**src/rtl/ic_axi_bridge.sv**
```systemverilog
// Memory-port (req/gnt/recv/ack) to AXI4-Lite master bridge, one outstanding transaction.
// Optional request check enabled by defining IC_AXI_BRIDGE_ALIGN_CHECK_EN.
module ic_axi_bridge #(
  parameter logic [31:0] ADDR_MASK = 32'h0FFF_FFFF,
  parameter logic [31:0] ADDR_BASE = 32'h0000_0000
) (
  input  logic        g_clk,
  input  logic        g_resetn,
  input  logic        mem_req,
  input  logic        mem_wen,
  input  logic [3:0]  mem_strb,
  input  logic [31:0] mem_wdata,
  input  logic [31:0] mem_addr,
  output logic        mem_gnt,
  output logic        mem_recv,
  input  logic        mem_ack,
  output logic        mem_error,
  output logic [31:0] mem_rdata,
  output logic        m_awvalid,
  input  logic        m_awready,
  output logic [31:0] m_awaddr,
  output logic [2:0]  m_awprot,
  output logic        m_wvalid,
  input  logic        m_wready,
  output logic [31:0] m_wdata,
  output logic [3:0]  m_wstrb,
  input  logic        m_bvalid,
  output logic        m_bready,
  input  logic [1:0]  m_bresp,
  output logic        m_arvalid,
  input  logic        m_arready,
  output logic [31:0] m_araddr,
  output logic [2:0]  m_arprot,
  input  logic        m_rvalid,
  output logic        m_rready,
  input  logic [31:0] m_rdata,
  input  logic [1:0]  m_rresp,
  output logic [2:0]  dbg_state
);

  // Handshakes: a transfer happens on a rising g_clk edge where valid && ready
  // (req && gnt, recv && ack on the memory side). Valids are registered, never
  // depend on the matching ready, and stay high until their transfer completes.

  typedef enum logic [2:0] {
    IDLE    = 3'd0,
    WR_AW_W = 3'd1,
    WR_B    = 3'd2,
    RD_AR   = 3'd3,
    RD_R    = 3'd4,
    RSP     = 3'd5
  } state_t;

  state_t      state;
  logic [31:0] addr_q;
  logic [31:0] wdata_q;
  logic [3:0]  strb_q;
  logic        wen_q;
  logic [31:0] axi_addr;
  logic        aw_fin;
  logic        w_fin;
  logic        unused_resp;

  // Only bit 1 of a response distinguishes SLVERR/DECERR from OKAY/EXOKAY.
  assign unused_resp = ^{m_bresp[0], m_rresp[0], wen_q};

`ifdef IC_AXI_BRIDGE_ALIGN_CHECK_EN
  logic req_bad;
  assign req_bad = (mem_addr[1:0] != 2'b00) || (mem_wen && (mem_strb == 4'b0000));
`endif

  assign axi_addr  = (addr_q & ADDR_MASK) | ADDR_BASE;
  assign m_awaddr  = axi_addr;
  assign m_araddr  = axi_addr;
  assign m_wdata   = wdata_q;
  assign m_wstrb   = strb_q;
  assign m_awprot  = 3'b000;
  assign m_arprot  = 3'b000;
  assign mem_gnt   = (state == IDLE);
  assign dbg_state = state;

  // A channel is finished once its valid has dropped or completes this edge.
  assign aw_fin = !m_awvalid || m_awready;
  assign w_fin  = !m_wvalid || m_wready;

  always_ff @(posedge g_clk or negedge g_resetn) begin
    if (!g_resetn) begin
      state     <= IDLE;
      addr_q    <= 32'h0;
      wdata_q   <= 32'h0;
      strb_q    <= 4'h0;
      wen_q     <= 1'b0;
      m_awvalid <= 1'b0;
      m_wvalid  <= 1'b0;
      m_bready  <= 1'b0;
      m_arvalid <= 1'b0;
      m_rready  <= 1'b0;
      mem_recv  <= 1'b0;
      mem_error <= 1'b0;
      mem_rdata <= 32'h0;
    end else begin
      case (state)
        IDLE: begin
          if (mem_req) begin
            addr_q  <= mem_addr;
            wdata_q <= mem_wdata;
            strb_q  <= mem_strb;
            wen_q   <= mem_wen;
`ifdef IC_AXI_BRIDGE_ALIGN_CHECK_EN
            if (req_bad) begin
              state     <= RSP;
              mem_recv  <= 1'b1;
              mem_error <= 1'b1;
              mem_rdata <= 32'h0;
            end else
`endif
            if (mem_wen) begin
              state     <= WR_AW_W;
              m_awvalid <= 1'b1;
              m_wvalid  <= 1'b1;
            end else begin
              state     <= RD_AR;
              m_arvalid <= 1'b1;
            end
          end
        end
        WR_AW_W: begin
          if (m_awready) m_awvalid <= 1'b0;
          if (m_wready)  m_wvalid  <= 1'b0;
          if (aw_fin && w_fin) begin
            state    <= WR_B;
            m_bready <= 1'b1;
          end
        end
        WR_B: begin
          if (m_bvalid) begin
            state     <= RSP;
            m_bready  <= 1'b0;
            mem_recv  <= 1'b1;
            mem_error <= m_bresp[1];
            mem_rdata <= 32'h0;
          end
        end
        RD_AR: begin
          if (m_arready) begin
            state     <= RD_R;
            m_arvalid <= 1'b0;
            m_rready  <= 1'b1;
          end
        end
        RD_R: begin
          if (m_rvalid) begin
            state     <= RSP;
            m_rready  <= 1'b0;
            mem_recv  <= 1'b1;
            mem_error <= m_rresp[1];
            mem_rdata <= m_rdata;
          end
        end
        RSP: begin
          if (mem_ack) begin
            state     <= IDLE;
            mem_recv  <= 1'b0;
            mem_error <= 1'b0;
          end
        end
        default: state <= IDLE;
      endcase
    end
  end

endmodule

```
**config.mk**
```make
export PLATFORM = sky130hd
export DESIGN_NAME = ic_axi_bridge
export DESIGN_NICKNAME = d
export VERILOG_FILES = /design/src/rtl/ic_axi_bridge.sv
export SDC_FILE = /design/constraint.sdc
export NUM_CORES = 1
export LEC_CHECK = 0
export CORE_MARGIN = 1.5
export CORE_UTILIZATION = 25
export CTS_CLUSTER_DIAMETER = 120
export CTS_CLUSTER_SIZE = 10
export DETAILED_ROUTE_END_ITERATION = 12
export GPL_TIMING_DRIVEN = 0
export SLEW_MARGIN = 40
export SYNTH_ARGS = -nofsm -noshare
export SYNTH_HDL_FRONTEND = slang
export SYNTH_SLANG_ARGS = --single-unit
```
**constraint.sdc**
```tcl
create_clock -name g_clk -period 3.15 [get_ports g_clk]
set_input_delay 0.7875 -clock g_clk [delete_from_list [all_inputs] [get_ports g_clk]]
set_output_delay 0.7875 -clock g_clk [all_outputs]
set_load 0.02 [all_outputs]
```
# Word-level counts from Yosys, hierarchy flattened
# Index checks and enable logic that the tools add are counted.
[word_totals]
output_inout_bits = 149
word_cells = 82
ff_bits = 106
in_bits = 114
[op_classes]
eq_ne = 15
n_mux = 34
reduce_logical = 21
[op_table]
columns = ["operator", "count"]
rows = [
  ["two-way mux 32 bit", 2],
  ["case mux 32 bit (2 select lines)", 1],
  ["inequality test 2 bit, second input constant", 10],
  ["two-way mux 3 bit", 6],
  ["case mux 3 bit (6 select lines)", 1],
  ["two-way mux 1 bit", 16],
  ["AND reduction 4 bit", 4],
  ["case mux 1 bit (2 select lines)", 5],
  ["nonzero test 2 bit", 5],
  ["AND reduction 3 bit", 3],
  ["equality test 3 x 2 -> 1 bit, second input constant", 2],
  ["equality test 3 bit, second input constant", 2],
  ["case mux 1 bit (3 select lines)", 2],
  ["AND reduction 6 bit", 1],
  ["equality test 3 x 1 -> 1 bit, second input constant", 1],
  ["logical NOT 3 bit", 1],
  ["nonzero test 3 bit", 1],
  ["logical NOT 1 bit", 2],
  ["logical OR 1 bit", 2],
  ["two-way mux 2 bit", 1],
  ["AND reduction 2 bit", 1],
  ["logical AND 1 bit", 1],
]

# Logic depth before layout (Yosys ltp)
[logic_depth]
word_depth = 5
ltp_mapped = 7
mapped_depth_nobuf = 4

# Least setup slack after synthesis
# No wires, ideal clock.
[synth_timing]
kind = "reg-to-reg"
startpoint = "register state[1] (netlist: dbg_state[1])"
endpoint = "register addr_q[0]"
setup_time_ps = 125
path_stages_with_launch = 7
required_time_ps = 3025
arrival_time_ps = 1810
synth_period_minus_slack_ps = 1935
path_slack_ps = 1215
path_buffers = 3
path_cell_list = "dfrtp_1 > buf_2 > nor3_2 > and2_4 > buf_6 > buf_12 > mux2_4"
[synth_via]
elab_chain_len = 2
[synth_rtl]
columns = ["element", "line", "source"]
rows = [
  ["start: declaration", "54", "state_t state;"],
  ["start signal: assignment", "88", "state <= IDLE;"],
  ["start signal: assignment", "118", "state <= WR_AW_W;"],
  ["start signal: assignment", "122", "state <= RD_AR;"],
  ["logical NOT 3 bit", "-", ""],
  ["net mem_gnt", "14", "output logic mem_gnt,"],
  ["AND reduction 2 bit (no source line)", "-", ""],
  ["end signal: assignment", "105", "addr_q <= mem_addr;"],
  ["end: declaration", "55", "logic [31:0] addr_q;"],
]
# The timed path passes the listed nets, and every way through them passes these cells.
# A chain may end at the register's enable or synchronous reset.

# Final worst setup path
[layout_timing]
startpoint = "register state[1] (netlist: dbg_state[1])"
endpoint = "output port mem_gnt"
[layout_via]
elab_chain_len = 1
[layout_rtl]
columns = ["element", "line", "source"]
rows = [
  ["logical NOT 3 bit", "79", "assign mem_gnt = (state == IDLE);"],
  ["end: declaration", "14", ""],
]
# Every way passes these cells.

==> flow_summary_export.csv <==
group,metric,value,unit
place,dp_slack,0.797,ns
clock_tree,clock_latency,0.35,ns
timing,worst_slack,0.566,ns
final_layout,drive_gt1_share,19.8,%
setup_path,required,2.36,ns
synthesis,synth_cell_types,35,
timing,rsz0062_at_grt,"no",
setup_path,slowest_stage,"clkdlybuf4s50_1",
setup_path,cp-start-kind,"flop",
drt,wl,13700,um
clock_tree,cts_resized,0,
clock_tree,cts.sinks,106,
job,drv_cap,0,
setup_path,max_stage_delay,0.67,ns
synthesis,syn_inst,392,
synthesis,yosysTopAreaCell,"dfrtp_1",
hold_path,hp-class,"in -> async",
final_layout,area_delta_synth_final,64.6,%
synthesis,synth_top_area_share,54.7,%
drt,dr.pass1.iters,4,
power_and_ir_drop,p_leak,3.39,nW
power_and_ir_drop,power,0.00859,W
clock_tree,cts-root-buf,"clkbuf_16",
clock_tree,cts_buffer_depth,2,
place,placed_cell_area,7680,um^2
floorplanning,die_h,142,um
global_route,grt_pass1_vias,3903,
setup_path,path_class,"reg -> out",
timing,fin_skew,0.00773,ns
setup_path,worstPathArrival,1.80,ns
timing,fin_crit,2.58,ns
global_route,grt_pass1_wl,21100,um
floorplanning,die-area,20200,um^2
timing,max_freq,0.387,GHz
final_layout,postLayoutCellArea,7980,um^2
floorplanning,start_util,25.7,%
global_route,overflow,0,
timing,final-max-slew-violation-count,0,
place,gp_congestion,0.764,
drt,route.detailed.drc,0,
power_and_ir_drop,switching_share,37.8,%
floorplanning,die_x,142,um
synthesis,synthFlopType,"dfrtp_1",
power_and_ir_drop,pwr-share-seq,29.1,%
final_layout,nets,773,
clock_tree,holdBufCountCts,0,
power_and_ir_drop,power_switching,0.00324,W
power_and_ir_drop,power_density,1080,nW/um^2
power_and_ir_drop,power_frac_comb,57.5,%
clock_tree,cts_setup_buffers,0,
drt,detail-route-antenna-nets,0,
power_and_ir_drop,ir_drop,0.000348,V
clock_tree,cts.htree.levels,3,
global_route,antenna_found_initial,0,
global_route,grt_max_degree,75,
timing,finalCritPeriodShare,82.0,%
drt,avgRoutedWirePerCell,14.9,um
setup_path,cp_top_family,"buffers and inverters",
drt,drt_iter0_markers,110,
floorplanning,row_count,50,
synthesis,synth_area_per_cell,12.4,um^2
setup_path,end_kind,"primary output",
setup_path,path_buf_inv,2,
synthesis,async_flop_share,100,%
synthesis,yosys_register_bits,106,
synthesis,synthesis.area,4850,um^2
power_and_ir_drop,clockPowerShare,13.4,%
synthesis,synth_area_leaders,"dfrtp_1 (55%), mux2_4 (15%), buf_4 (6.5%), nand2_1 (5.8%), o21ai_1 (3.7%)",
floorplanning,pin_count,263,
clock_tree,cts-buffers-inserted,9,
place,port_buffers,242,
synthesis,ys_warn_count,0,
status,status,"complete, no violations",
place,dp_hpwl,10900,um
setup_path,crit_chain,"buf_2 > nor3_2 > clkdlybuf4s50_1",
clock_tree,cts_tree,"yes",
synthesis,seq_area_frac_synth,54.7,%
global_route,track_usage,13.5,%
drt,vias_per_cell,4.09,
timing,setup_viol,0,
clock_tree,clk_pin_slew,0.07,ns
power_and_ir_drop,p_int,0.00534,W
synthesis,synth_edf_count,0,
timing,hold_violations,0,
setup_path,r2r_slack,1.38,ns
floorplanning,core_area,18900,um^2
drt,vias,3776,
final_layout,antenna_cells,0,
setup_path,cp_max_fo,10,
-- per-layer routing --
metal,up-vias,part of all wire (%),routed length (um),global-route usage (%)
li1,1794,-,-,-
met1,1834,41,5610,16.0
met2,130,51,7070,23.8
met3,18,5.5,752,2.52
met4,0,2.2,304,5.86
met5,-,0,0,0
-- layout by cell type (no fill, tap or decap), types with 2 or more instances in the layout --
| cell | count |
|---|---|
| mux2_1 | 14 |
| inv_1 | 3 |
| clkbuf_1 | 4 |
| mux2_4 | 50 |
| nor2_1 | 4 |
| buf_12 | 5 |
| conb_1 | 14 |
| clkinvlp_4 | 2 |
| o21ai_1 | 36 |
| inv_8 | 2 |
| clkbuf_16 | 9 |
| nor2b_1 | 6 |
| a31oi_1 | 3 |
| buf_2 | 12 |
| clkdlybuf4s50_1 | 241 |
| o31ai_1 | 3 |
| buf_4 | 42 |
| nand2_1 | 75 |
| nand2b_1 | 3 |
| a21oi_1 | 3 |
| a21o_1 | 2 |
| nor3_1 | 2 |
| dfrtp_1 | 106 |
| nand3b_1 | 3 |
-- cell families (layout without fill, tap and decap cells) --
group,Yosys count,after routing,share of synthesized area (%)
flip-flops,106,106,54.7
AND/OR/NAND/NOR,98,98,8.75
buffers and inverters,67,325,10.6
multiplexers,65,65,19.0
AO/OA/AOI/OAI,55,55,6.94
other,1,14,0.0773
-- power groups by stage --
stage                     Clock, W  Combinational [W]  Sequential [W]
after floorplan                  0            0.00195         0.00326
after CTS                  0.00120            0.00500         0.00251
after global routing       0.00125            0.00522         0.00259
after global placement           0            0.00493         0.00249
after detailed placement         0            0.00498         0.00253
final                      0.00115            0.00494         0.00250
-- worst paths after layout --
| check | end | from | cells after the start |
|---|---|---|---|
| setup / recovery | mem_gnt | dbg_state[1]$_DFFE_PN0P_ | 3 |
| hold / removal | m_wstrb[2]$_DFFE_PN0P_ | g_resetn | 1 |
| setup reg to reg | m_wdata[1]$_DFFE_PN0P_ | dbg_state[1]$_DFFE_PN0P_ | 6 |
| hold reg to reg | mem_rdata[27]$_DFFE_PN0P_ | mem_rdata[27]$_DFFE_PN0P_ | 2 |
| max in group asynchronous | dbg_state[1]$_DFFE_PN0P_ | g_resetn | 2 |
| min in group g_clk | mem_rdata[27]$_DFFE_PN0P_ | mem_rdata[27]$_DFFE_PN0P_ | 2 |
-- area by class of cell --
cell class	instances	area, um^2
Clock buffer	9	225
Inverter	3	11.3
Buffer	64	502
Fill cell	1816	10900
Timing Repair Buffer	243	2450
Tap cell	260	325
Multi-Input combinational cell	232	1730
Clock inverter	6	76.3
Sequential cell	106	2650
-- through the flow --
stage / utilization, % / hold WS, ns / setup TNS (ns) / std cells
4_1_cts: 42.2 / 0.286 / 0 / 923
6_report: 42.2 / 0.293 / 0 / 923
5_1_grt: 42.2 / 0.291 / 0 / 923
3_5_place_dp: 40.6 / 0.474 / 0 / 908
3_3_place_gp: 40.5 / 0.471 / -301.23 / 907
2_1_floorplan: - / 0.492 / 0 / 405
-- Yosys cell counts (2+ instances only) --
library cell and number:
nor2b_1 6, nand2b_1 3, dfrtp_1 106, a21o_1 2
clkbuf_1 4, nor3_1 2, buf_2 12, a21oi_1 3
a31oi_1 3, mux2_1 14, nand3b_1 3, buf_4 42
nand2_1 75, buf_12 5, inv_1 3, mux2_4 50
o31ai_1 3, nor2_1 4, o21ai_1 36
-- registers in the layout, indices dropped and copies added (netlist names) --
signal	flops
mem_recv	1
m_bready	1
m_wstrb	4
m_wdata	32
m_arvalid	1
m_rready	1
m_awvalid	1
addr_q	28
mem_error	1
mem_rdata	32
m_wvalid	1
dbg_state	3
Note: power is estimated with default switching activity, not from simulation.
